File: config.mk
export PLATFORM = sky130hd
export DESIGN_NAME = fifo_status_monitor
export DESIGN_NICKNAME = d
export VERILOG_FILES = /design/src/rtl/fifo_status_monitor.sv
export SDC_FILE = /design/constraint.sdc
export NUM_CORES = 1
export LEC_CHECK = 0
export CAP_MARGIN = 20
export CORE_AREA = 2 2 49 51
export DETAILED_ROUTE_END_ITERATION = 6
export DIE_AREA = 0 0 51 53
export GPL_TIMING_DRIVEN = 0
export PLACE_DENSITY = 0.76
export SYNTH_ARGS = -nofsm -noshare
export SYNTH_HDL_FRONTEND = slang
export SYNTH_SLANG_ARGS = --single-unit
File: constraint.sdc
create_clock -name clk -period 4.6 [get_ports clk]
set_input_delay 0.46 -clock clk [delete_from_list [all_inputs] [get_ports clk]]
set_output_delay 0.46 -clock clk [all_outputs]
set_load 0.02 [all_outputs]
File: src/rtl/fifo_status_monitor.sv
// Registered occupancy, watermark, edge-event and sticky error status
// for the cell-based FIFO, derived from the per-cell empty flags.
module fifo_status_monitor #(
  parameter int N_CELLS   = 16,
  parameter int AE_THRESH = 2,
  parameter int AF_THRESH = 14,
  parameter int LVL_W     = $clog2(N_CELLS + 1)
) (
  input  logic               clk,
  input  logic               rst_n,
  input  logic [N_CELLS-1:0] e_i,
  input  logic               wr_req,
  input  logic               rd_req,
  input  logic               clr_err,
  output logic [LVL_W-1:0]   level,
  output logic               empty,
  output logic               full,
  output logic               almost_empty,
  output logic               almost_full,
  output logic               went_empty,
  output logic               went_full,
  output logic               overflow,
  output logic               underflow
);

  if (N_CELLS < 2 || N_CELLS > 256) begin : g_bad_cells
    $fatal(1, "fifo_status_monitor: N_CELLS out of range 2..256");
  end

  if (AE_THRESH < 0 || AE_THRESH >= AF_THRESH
      || AF_THRESH > N_CELLS) begin : g_bad_thresh
    $fatal(1, "fifo_status_monitor: need 0 <= AE < AF <= N_CELLS");
  end

  if (LVL_W != $clog2(N_CELLS + 1)) begin : g_bad_lvl_w
    $fatal(1, "fifo_status_monitor: LVL_W must not be overridden");
  end

  localparam logic [LVL_W-1:0] LVL_FULL = LVL_W'(N_CELLS);
  localparam logic [LVL_W-1:0] LVL_AE   = LVL_W'(AE_THRESH);
  localparam logic [LVL_W-1:0] LVL_AF   = LVL_W'(AF_THRESH);

  // Accumulator is LVL_W wide so a completely full array never wraps.
  function automatic logic [LVL_W-1:0] popcnt(
    input logic [N_CELLS-1:0] v
  );
    logic [LVL_W-1:0] c;
    c = '0;
    for (int i = 0; i < N_CELLS; i++) begin
      c = c + LVL_W'(v[i]);
    end
    return c;
  endfunction

  logic [LVL_W-1:0] occ;
  logic             occ_empty;
  logic             occ_full;
  logic             ov_set;
  logic             un_set;

  always_comb begin
    occ       = popcnt(~e_i);
    occ_empty = (occ == '0);
    occ_full  = (occ == LVL_FULL);
  end

  // Errors judge against the registered flags the requesters saw.
  always_comb begin
    ov_set = wr_req & full & ~rd_req;
    un_set = rd_req & empty;
  end

  always_ff @(posedge clk) begin
    if (!rst_n) begin
      level        <= '0;
      empty        <= 1'b1;
      full         <= 1'b0;
      almost_empty <= 1'b1;
      almost_full  <= 1'b0;
      went_empty   <= 1'b0;
      went_full    <= 1'b0;
      overflow     <= 1'b0;
      underflow    <= 1'b0;
    end else begin
      level        <= occ;
      empty        <= occ_empty;
      full         <= occ_full;
      almost_empty <= (occ <= LVL_AE);
      almost_full  <= (occ >= LVL_AF);
      went_empty   <= occ_empty & ~empty;
      went_full    <= occ_full & ~full;
      overflow     <= ov_set | (overflow & ~clr_err);
      underflow    <= un_set | (underflow & ~clr_err);
    end
  end

endmodule
=== Yosys cells after proc, flatten, opt, wreduce, memory -nomap -nowiden ===
Index checks and enable logic that the tools add are counted.

* Bits of input ports: 21
* Register bits: 13
* Word-level logic and storage cells: 42
* Output and inout bits: 13

* $lt $le $gt $ge: 2
* Bitwise operators: 14
* Eq/ne operators: 1
* Reduce and logical (&&, ||, !) cells: 1
* $add $sub $neg: 15

{| class="wikitable"
|+ Operators with widths
! kind !! count
|-
| adder 5 x 1 -> 5 bit || 11
|-
| NOT 16 bit || 1
|-
| bitwise AND 1 bit || 7
|-
| adder 4 x 1 -> 5 bit || 1
|-
| == test 5 bit, second input constant || 1
|-
| greater-or-equal comparator 5 x 4 -> 1 bit, second input constant || 1
|-
| <= comparator 5 x 2 -> 1 bit, second input constant || 1
|-
| logical NOT 5 bit || 1
|-
| adder 3 x 1 -> 4 bit || 1
|-
| NOT 1 bit || 4
|-
| adder 2 x 1 -> 3 bit || 1
|-
| adder 1 x 1 -> 2 bit || 1
|-
| bitwise OR 1 bit || 2
|}

=== Longest topological paths before layout ===
Gate-level depths: netlist (run 1).

* Depth in word-level cells: 18
* Mapped depth: 14
* Depth with buffers taken out: 14

=== Worst setup path before layout (run 1) ===
OpenSTA, ideal clock, no wires.

* Kind: input -> register
* From: input port e_i[11]
* To: register empty
* Path slack: 0.535 ns
* Setup time: 0.083 ns
* Data arrival time: 3.982 ns
* Buffers on the path: 0
* Required time: 4.517 ns
* Stages on the path: 14
* Cells stage by stage: inv_1 fa_1 inv_1 fa_1 inv_1 fa_1 inv_1 fa_1 inv_1 ha_1 fa_1 xor2_1 or3_4 o31ai_4

* Word-level cells in the longest chain between the ends: 7

{| class="wikitable"
|+ Ends and longest elaborated chain
! element !! RTL line !! source
|-
| start: declaration || 11 || <nowiki>input logic [N_CELLS-1:0] e_i,</nowiki>
|-
| NOT 16 bit || 62 || <nowiki>occ = popcnt(~e_i);</nowiki>
|-
| adder 5 x 1 -> 5 bit (5 in a row) || 50 || <nowiki>c = c + LVL_W'(v[i]);</nowiki>
|-
| logical NOT 5 bit || 63 || <nowiki>occ_empty = (occ == '0);</nowiki>
|-
| end signal: assignment || 86 || <nowiki>empty <= occ_empty;</nowiki>
|-
| end: declaration || 16 || <nowiki>output logic empty,</nowiki>
|}

No other way between the ends.
A chain may end at the register's enable or synchronous reset.

=== Worst setup path after layout (run 1) ===
* From: input port e_i[11]
* To: register went_empty

* Word-level cells in the longest chain between the ends: 8

{| class="wikitable"
|+ Ends and longest elaborated chain
! element !! RTL line !! source
|-
| NOT 16 bit || 62 ||
|-
| adder 5 x 1 -> 5 bit (5 in a row) || 50 ||
|-
| logical NOT 5 bit || 63 ||
|-
| bitwise AND 1 bit || 90 || <nowiki>went_empty <= occ_empty & ~empty;</nowiki>
|-
| end signal: assignment || 90 ||
|-
| end: declaration || 20 || <nowiki>output logic went_empty,</nowiki>
|}

No other way between the ends.

==> flow_metrics.env, run 1 <==
export IMPL_core_region_area_mm2=0.00215
export IMPL_layout_nets=166
export IMPL_dr_pass1_iters=4
export IMPL_num_io_pins=34
export IMPL_dp_hpwl_um=1520
export IMPL_post_dp_cell_area_mm2=0.00127
export IMPL_synth_seq_cells=13
export IMPL_post_cts_resized=0
export IMPL_outcome="finished, final reports clean"
export IMPL_drv_cap=0
export IMPL_antennaDiodeCount=0
export IMPL_yosysSeqAreaShare_pct=28.9
export IMPL_holdCritPathClass="register to register"
export IMPL_slew_headroom_pct=77.9
export IMPL_period_needed_ps=4410
export IMPL_whs_ps=471
export IMPL_grt_usage_pct=13.4
export IMPL_cts_root_buf="clkbuf_4"
export IMPL_fin_worst_skew_ps=11.3
export IMPL_routedWlPerCell_um=10.8
export IMPL_crit_path_start_kind="input pin"
export IMPL_synth_cells=92
export IMPL_num_rows=17
export IMPL_htree_num_levels=1
export IMPL_die_area_mm2=0.00270
export IMPL_required_ps=4790
export IMPL_async_reset_ff_share_pct=0
export IMPL_dr_total_vias=754
export IMPL_vdd_drop_max_v=0.000310
export IMPL_tritoncts="done"
export IMPL_clkTransAtPathRegs_ps=80
export IMPL_r2r_setup_slack_ps=3620
export IMPL_postCtsHoldBufs=0
export IMPL_max_freq_mhz=227
export IMPL_critPathMaxStageDelay_ps=530
export IMPL_drt_wl_total_um=1700
export IMPL_port_buffers=33
export IMPL_fin_crit_sh_pct=95.8
export IMPL_grt_overflow=0
export IMPL_powerDensity_mw_per_mm2=562
export IMPL_areaGrowthSynthToFinish_pct=43.5
export IMPL_clock_latency_ps=270
export IMPL_drc=0
export IMPL_synth_area_per_cell_um2=9.79
export IMPL_final_layout_size_suffix_gt1_share_pct=8.53
export IMPL_slowest_stage="fa_1"
export IMPL_first_global_vias=684
export IMPL_crit_fanout=5
export IMPL_antenna_found_initial=0
export IMPL_synth_ff_type="dfxtp_1"
export IMPL_final_cell_mix="clkdlybuf4s50_1, inv_1, dfxtp_1"
export IMPL_post_cts_buffers=0
export IMPL_grt_max_degree=11
export IMPL_cp_end_kind="register"
export IMPL_synth_nets=128
export IMPL_setup_viol=0
export IMPL_antenna_left=0
export IMPL_hold_viol=0
export IMPL_yosys_warnings=0
export IMPL_start_util_pct=41.9
export IMPL_cts_buffer_depth=2
export IMPL_post_route_util_pct=60.2
export IMPL_drtIter0Drc=4
export IMPL_place_congestion=0.856
export IMPL_arrival_ps=4590
export IMPL_tightestPinTransition_ps=330
export IMPL_via_per_inst=4.80
export IMPL_die_w_um=51
export IMPL_p_leak_uw=0.000579
export IMPL_stdcell_area_mm2=0.00129
export IMPL_synthesis_area_um2=901
export IMPL_die_h_um=53
export IMPL_worst_path_buf_inv=6
export IMPL_rsz0062_at_grt="false"
export IMPL_cts_sinks=13
export IMPL_synth_edff_count=0
export IMPL_synth_cell_types=31
export IMPL_crit_chain="clkdlybuf4s50_1 > inv_1 > fa_1 > inv_1 > fa_1 > inv_1 > fa_1 > inv_1 > fa_1 > inv_1 > ha_1 > fa_1 > xor2_1 > or3_4 > a211oi_2"
export IMPL_slew_violations=0
export IMPL_grt_pass1_wl_um=2700
export IMPL_criticalPathCategory="input pin to register"
export IMPL_final_common_cell="clkdlybuf4s50_1"
export IMPL_critPathTopFamily="adder cells"
export IMPL_cts_buffers=3
worst paths after layout:
path              startpoint         end  depth (start not counted)
hold reg to reg    underflow   underflow                          2
hold / removal     underflow   underflow                          2
setup reg to reg       empty  went_empty                          2
setup / recovery     e_i[11]  went_empty                         15
state kept, by name, summed over array words and instances (netlist names):
| register | count |
|---|---|
| almost_full | 1 |
| level | 5 |
| full | 1 |
| overflow | 1 |
| went_full | 1 |
| went_empty | 1 |
| empty | 1 |
| almost_empty | 1 |
| underflow | 1 |
cell usage after synthesis, types with 2 or more instances:
library cell | count | share of area, %
a21o_1 | 2 | 1.7
nor2_1 | 2 | 0.83
a211oi_1 | 2 | 1.7
dfxtp_1 | 13 | 29
nand2_1 | 3 | 1.2
inv_1 | 22 | 9.2
and2_1 | 3 | 2.1
or3_1 | 2 | 1.4
ha_1 | 5 | 6.9
nand2b_1 | 2 | 1.4
o211ai_1 | 2 | 1.7
a21oi_1 | 6 | 3.3
fa_1 | 10 | 22
routing by layer:
metal | wire (um) | vias up | part of all wire (%) | track usage (%)
li1 | - | 368 | - | -
met1 | 621 | 358 | 37 | 13.4
met2 | 980 | 26 | 58 | 27.9
met3 | 88 | 2 | 5.2 | 2.54
met4 | 10 | 0 | 0.59 | 2.70
met5 | 0 | - | 0 | 0
report_power, final:
group / switching (uW) / total [uW] / leakage [uW] / internal [uW]
clock: 33.3 / 66.9 / 0.0000150 / 33.6
combinational: 277 / 507 / 0.000457 / 230
sequential: 8.14 / 152 / 0.000107 / 144
total: 318 / 726 / 0.000579 / 408
tightest hold or removal path: cells and delay by family (launching register included):
family,cells,cell delay [ps]
AOI/OAI and AO/OA,1,50
DFF,1,310
and+or+nand+nor,1,60
per-stage QoR:
stage	cells	setup WS (ps)	setup TNS [ps]	power, uW
floorplan	92	535	0	522
global placement	153	-51.0	-119	645
detailed placement	153	-102	-311	661
CTS	157	177	0	727
global route	157	19.8	0	785
finish	157	191	0	726
cell families (layout without fill, tap and decap cells):
family / Yosys count / after routing / synth area share (%)
buf+inv: 25 / 62 / 11.4
compound gates: 19 / 19 / 16.0
simple gates: 18 / 18 / 12.6
fa+ha+maj: 15 / 15 / 29.2
flops: 13 / 13 / 28.9
xor+xnor: 2 / 2 / 1.94
area by class of cell:
class	instances	area (um2)
inverter	23	86.3
buffer	2	16.3
tap	28	35.0
multi-input combinational	54	538
fill	189	856
timing repair buffer	33	330
clock buffer	4	26.3
sequential	13	260
No activity file was read; power rests on OpenSTA's default activity.
==> run 2: changes to the inputs <==
- ABC_AREA: unset -> 1
- ABC_CLOCK_PERIOD_IN_PS: unset -> 4600
- CORE_AREA: 2 2 49 51 -> 2 2 48 50
- DIE_AREA: 0 0 51 53 -> 0 0 50 52
- PLACE_DENSITY: 0.76 -> 0.74
==> run 2 against run 1 <==
  * Non-clock buffer count fell by 2
  * Sequential power is essentially flat
  * Maximum frequency up 6.4%
  * Worst setup slack improved by 270 ps
  * Clock power up 3.3%
  * Final area is 8.0% lower
  * Largest cell class unchanged
  * Highest routed layer unchanged
==> flow_metrics.env, run 2 <==
export IMPL_outcome="finished, final reports clean"
export IMPL_whs_ps=445
export IMPL_p_leak_uw=0.000583
export IMPL_rsz0062_at_grt="false"
export IMPL_core_region_area_mm2=0.00211
export IMPL_dr_pass1_iters=4
export IMPL_synth_area_leaders="dfxtp_1, fa_1, inv_1, ha_1, nand2_1"
export IMPL_synth_nets=128
export IMPL_required_ps=4820
export IMPL_synthTopCellsByCount="inv_1, nand2_1, dfxtp_1"
export IMPL_port_buffers=33
export IMPL_synthesis_area_um2=797
export IMPL_crit_fanout=4
export IMPL_layout_nets=166
export IMPL_post_cts_resized=0
export IMPL_cts_buffer_depth=2
export IMPL_die_h_um=52
export IMPL_synth_ff_type="dfxtp_1"
export IMPL_grt_max_degree=8
export IMPL_grt_usage_pct=13.3
export IMPL_post_dp_cell_area_mm2=0.00116
export IMPL_via_per_inst=4.22
export IMPL_async_reset_ff_share_pct=0
export IMPL_die_w_um=50
export IMPL_fin_worst_skew_ps=0.317
export IMPL_cts_sinks=13
export IMPL_grt_overflow=0
export IMPL_synth_edff_count=0
export IMPL_cp_end_kind="register"
export IMPL_place_congestion=0.777
export IMPL_antenna_found_initial=0
export IMPL_synth_cell_types=15
export IMPL_grt_pass1_wl_um=2560
export IMPL_synth_most_common_cell="inv_1"
export IMPL_synth_seq_cells=13
export IMPL_hold_viol=0
export IMPL_htree_num_levels=1
export IMPL_antennaDiodeCount=0
export IMPL_postCtsHoldBufs=0
export IMPL_holdCritPathClass="register to register"
export IMPL_synth_top_area_cell="dfxtp_1"
export IMPL_multi_input_area_um2=432
export IMPL_synth_cells=92
export IMPL_clock_latency_ps=280
export IMPL_clkTransAtPathRegs_ps=70
export IMPL_period_needed_ps=4140
export IMPL_final_cell_mix="clkdlybuf4s50_1, inv_1, nand2_1"
export IMPL_powerDensity_mw_per_mm2=503
export IMPL_stdcell_area_mm2=0.00119
export IMPL_cts_root_buf="clkbuf_4"
export IMPL_fin_crit_sh_pct=90.0
export IMPL_vdd_drop_max_v=0.000230
export IMPL_max_freq_mhz=241
export IMPL_drv_cap=0
export IMPL_antenna_left=0
export IMPL_die_area_mm2=0.00260
export IMPL_routedWlPerCell_um=8.87
export IMPL_p_total_uw=598
export IMPL_num_rows=17
export IMPL_drt_wl_total_um=1390
export IMPL_dr_total_vias=663
export IMPL_tritoncts="done"
export IMPL_final_common_cell="clkdlybuf4s50_1"
export IMPL_yosysSeqAreaShare_pct=32.7
export IMPL_synth_area_per_cell_um2=8.66
export IMPL_drc=0
export IMPL_start_util_pct=37.8
export IMPL_post_route_util_pct=56.4
export IMPL_num_io_pins=34
export IMPL_dp_hpwl_um=1230
export IMPL_largest_register_ff_count=5
export IMPL_regMostFlops="level"
export IMPL_setup_viol=0
export IMPL_yosys_warnings=0
export IMPL_ff_latch_area_um2=260
export IMPL_first_global_vias=645
export IMPL_final_layout_size_suffix_gt1_share_pct=4.65
export IMPL_criticalPathCategory="input pin to register"
export IMPL_drtIter0Drc=3
export IMPL_areaGrowthSynthToFinish_pct=49.1
export IMPL_n_fill_cell=187
export IMPL_yosysTopAreaCellShare_pct=32.7
export IMPL_slew_headroom_pct=78.6
export IMPL_setup_tns_ps=0
export IMPL_cts_buffers=3
export IMPL_post_cts_buffers=0
export IMPL_tightestPinTransition_ps=319
export IMPL_crit_path_start_kind="input pin"
export IMPL_arrival_ps=4360
export IMPL_slew_violations=0
==> run 2: cell families (layout without fill, tap and decap cells) <==
kind of cell             count (synthesis)  count (layout)  synth area share [%]
flip-flops                              13              13                  32.7
AND/OR/NAND/NOR                         31              31                  17.4
AO/OA/AOI/OAI                            4               4                  2.67
XOR/XNOR                                 1               1                  1.10
buffers and inverters                   28              65                  13.2
adder cells (fa/ha/maj)                 15              15                  33.0
==> run 2: critical path: stages <==
cell and delay [ps]:
clkdlybuf4s50_1 450, inv_1 50, fa_1 530, inv_1 50
fa_1 470, inv_1 40, fa_1 470, inv_1 50
fa_1 480, inv_1 40, ha_1 220, fa_1 440
xnor2_1 320, nand4_1 180, nor2_1 120
==> run 2: area by class of cell <==
cell class / count / area share (%)
Timing Repair Buffer: 33 / 27.8
Multi-Input combinational cell: 51 / 36.3
Inverter: 28 / 8.84
Sequential cell: 13 / 21.9
Tap cell: 28 / 2.95
Clock buffer: 4 / 2.21
==> run 2: where the power goes <==
| group | internal [uW] | leakage [uW] | switching (uW) |
|---|---|---|---|
| registers | 142 | 0.000107 | 7.67 |
| clock network | 33.7 | 0.0000150 | 35.4 |
| logic | 167 | 0.000461 | 212 |
==> run 2: metrics by stage <==
stage | cells | worst slack, ps
finish | 157 | 458
floorplan | 92 | 814
global placement | 153 | 211
CTS | 157 | 450
global route | 157 | 169
detailed placement | 153 | 156
==> run 2: path summary, 6_finish.rpt <==
| check | depth (start not counted) | slack (ps) | end | startpoint |
|---|---|---|---|---|
| min reg2reg | 1 | 440 | went_full | full |
| max reg2reg | 2 | 3850 | went_empty | empty |
| min | 1 | 440 | went_full | full |
| max | 15 | 460 | went_full | e_i[11] |
==> run 2: layer usage <==
layer / global-route usage (%) / part of all wire, % / wire length (um) / vias to the layer above
met5: 0 / 0 / 0 / -
met4: 8.33 / 1.4 / 19 / 0
met3: 2.59 / 5.6 / 78 / 2
met2: 25.0 / 56 / 786 / 30
met1: 13.2 / 36 / 508 / 288
li1: - / - / - / 343
==> edit (flow settings as in run 2) <==
The parameter `N_CELLS` goes from 16 to 32.
--- a/src/rtl/fifo_status_monitor.sv
+++ b/src/rtl/fifo_status_monitor.sv
@@ -3,3 +3,3 @@
 module fifo_status_monitor #(
-  parameter int N_CELLS   = 16,
+  parameter int N_CELLS   = 32,
   parameter int AE_THRESH = 2,
Interface: changed (resized e_i and level); port bits go from 34 to 51. No check against the original RTL was run, so the function may have changed too.
==> edit against run 2 <==
  * The run now ends with setup timing left
  * Die area stayed put
  * Wire length rose by 150%
  * Final cell count up 53%
  * Sequential cell count is 1 higher
  * Worst setup slack worse by 0.69 ns
  * Area after synthesis grew 63%
  * Design area grew 61%
  * First-iteration DRC count rose to 27 times the old value
  * Via count grew 85%
Power is left out: the tool's default activity adds up to more than one toggle a clock period on the data nets, which glitch-free logic cannot reach.
==> edit: results (changes against run 2) <==
[outcome]
status = finished, violations left  ; was complete, no violations
violations = setup timing

[clocking]
cts-root-buf = clkbuf_4  ; unchanged
htree_levels = 1  ; unchanged
clkLatencyLatePin_ns = 0.29
clkTransAtPathRegs_ns = 0.09  ; was 0.07 ns

[routing]
drt-initial-drc-count = 80  ; was 3
drt-total-wl_um = 3482  ; was 1393 um
routed_via_density = 5.108  ; was 4.223
dr_wl_met2_um = 1932  ; was 786 um
wl_met1_um = 1162  ; was 508 um
wl_met3_um = 190  ; was 78 um
firstDrtPassIters = 4  ; unchanged

[worst_setup_path]
reg2regPathDepth = 2  ; unchanged
critPathArrivalTime_ns = 5.02  ; was 4.36 ns
cp_max_fo = 3  ; was 4
r2r_slack_ns = 3.79  ; was 3.85 ns
crit_start = e_i[27]  ; was e_i[11]
worstSetupEndpoint = empty  ; was went_full

[cells_and_area]
final_nets = 282  ; was 166
regMostFlops = level  ; unchanged
num-fill-cells = 84  ; was 187
largest_reg_flops = 6  ; was 5
drive_above_1_share = 0.2217  ; was 0.04651

[timing]
finalSetupViolCount = 7  ; was 0
slew_headroom = 0.7829  ; was 0.7859
clock_skew_ns = 0.01196  ; was 0.0003167 ns
setup_slack_ns = -0.2363  ; was 0.4582 ns

[global_route]
groute.usage.overall = 0.2380  ; was 0.1327
grt_use_met3 = 0.04310  ; was 0.02586
grt_start_max_net_pins = 10  ; was 8
grt_pass1_vias = 1150  ; was 645
gr-usage-met2 = 0.4956  ; was 0.2500
grtUsageMet1 = 0.2300  ; was 0.1325
grt_pass1_wl_um = 4554  ; was 2559 um

[placement]
placement.io_buffers = 50  ; was 33
dp_hpwl_um = 2360  ; was 1226 um
gp_congestion = 0.7794  ; was 0.7765

[yosys]
ys_seq_area_frac = 0.2160  ; was 0.3265
syn_nets = 221  ; was 128
synthTopCellsByArea = fa_1 37%, dfxtp_1 22%, inv_1 15%  ; was dfxtp_1 33%, fa_1 25%, inv_1 13%
yosys_most_used_dff = dfxtp_1  ; unchanged
synth_common_cells = 53 x inv_1, 28 x nand2_1, 24 x fa_1  ; was 28 x inv_1, 15 x nand2_1, 13 x dfxtp_1
ys_types = 15  ; unchanged

[min_path]
min_path_type = register to register  ; unchanged

## edit: changes by cell type after synthesis, moves of 2 or more
| cell | before | now |
|---|---|---|
| ha_1 | 5 | 7 |
| inv_1 | 28 | 53 |
| nand4_1 | 3 | 0 |
| nor2_1 | 6 | 10 |
| nand2_1 | 15 | 28 |
| a21oi_1 | 3 | 6 |
| fa_1 | 10 | 24 |
## edit: how the worst min path moves through the flow
stage | startpoint | to | slack [ns] | cells after the start
after floorplan | full | went_full | 0.50 | 1
after global placement | full | went_full | 0.43 | 1
after detailed placement | full | went_full | 0.45 | 1
after CTS | full | went_full | 0.46 | 1
after global routing | full | went_full | 0.47 | 1
final | full | went_full | 0.44 | 1
## edit: metrics by stage
stage          instances  setup TNS (ns)  setup WS (ns)  area, um^2
2_1_floorplan        153         -0.2181       -0.06098        1313
3_3_place_gp         231          -6.913        -0.8025        1848
3_5_place_dp         231          -7.751        -0.8952        1848
4_1_cts              239          -1.022        -0.2016        1898
5_1_grt              240          -2.741        -0.4299        1908
6_report             240          -1.349        -0.2363        1908
## edit: what timing repair did
action,CTS,global route
pin swaps,23,22
resized for setup,46,23
setup endpoints to repair,11,8
setup buffers,7,1
## edit: final cells by class
type / instances / area, um^2 / share of cell area
multi-input cells: 85 / 859.6 / 0.4505
repair buffers: 56 / 500.5 / 0.2623
flip-flops and latches: 14 / 280.3 / 0.1469
inverters: 54 / 210.2 / 0.1102
well taps: 28 / 35.03 / 0.01836
clock buffers: 3 / 22.52 / 0.01180
## edit: cells by family (layout without fill, tap and decap cells)
family,after synthesis,count (layout),share of synthesized area
AOI/OAI and AO/OA,7,7,0.02700
xor gates and xnor gates,1,1,0.01254
adders and majority gates,31,31,0.4378
buffers and inverters,54,113,0.1562
DFF,14,14,0.2160
and+or+nand+nor,46,46,0.1504
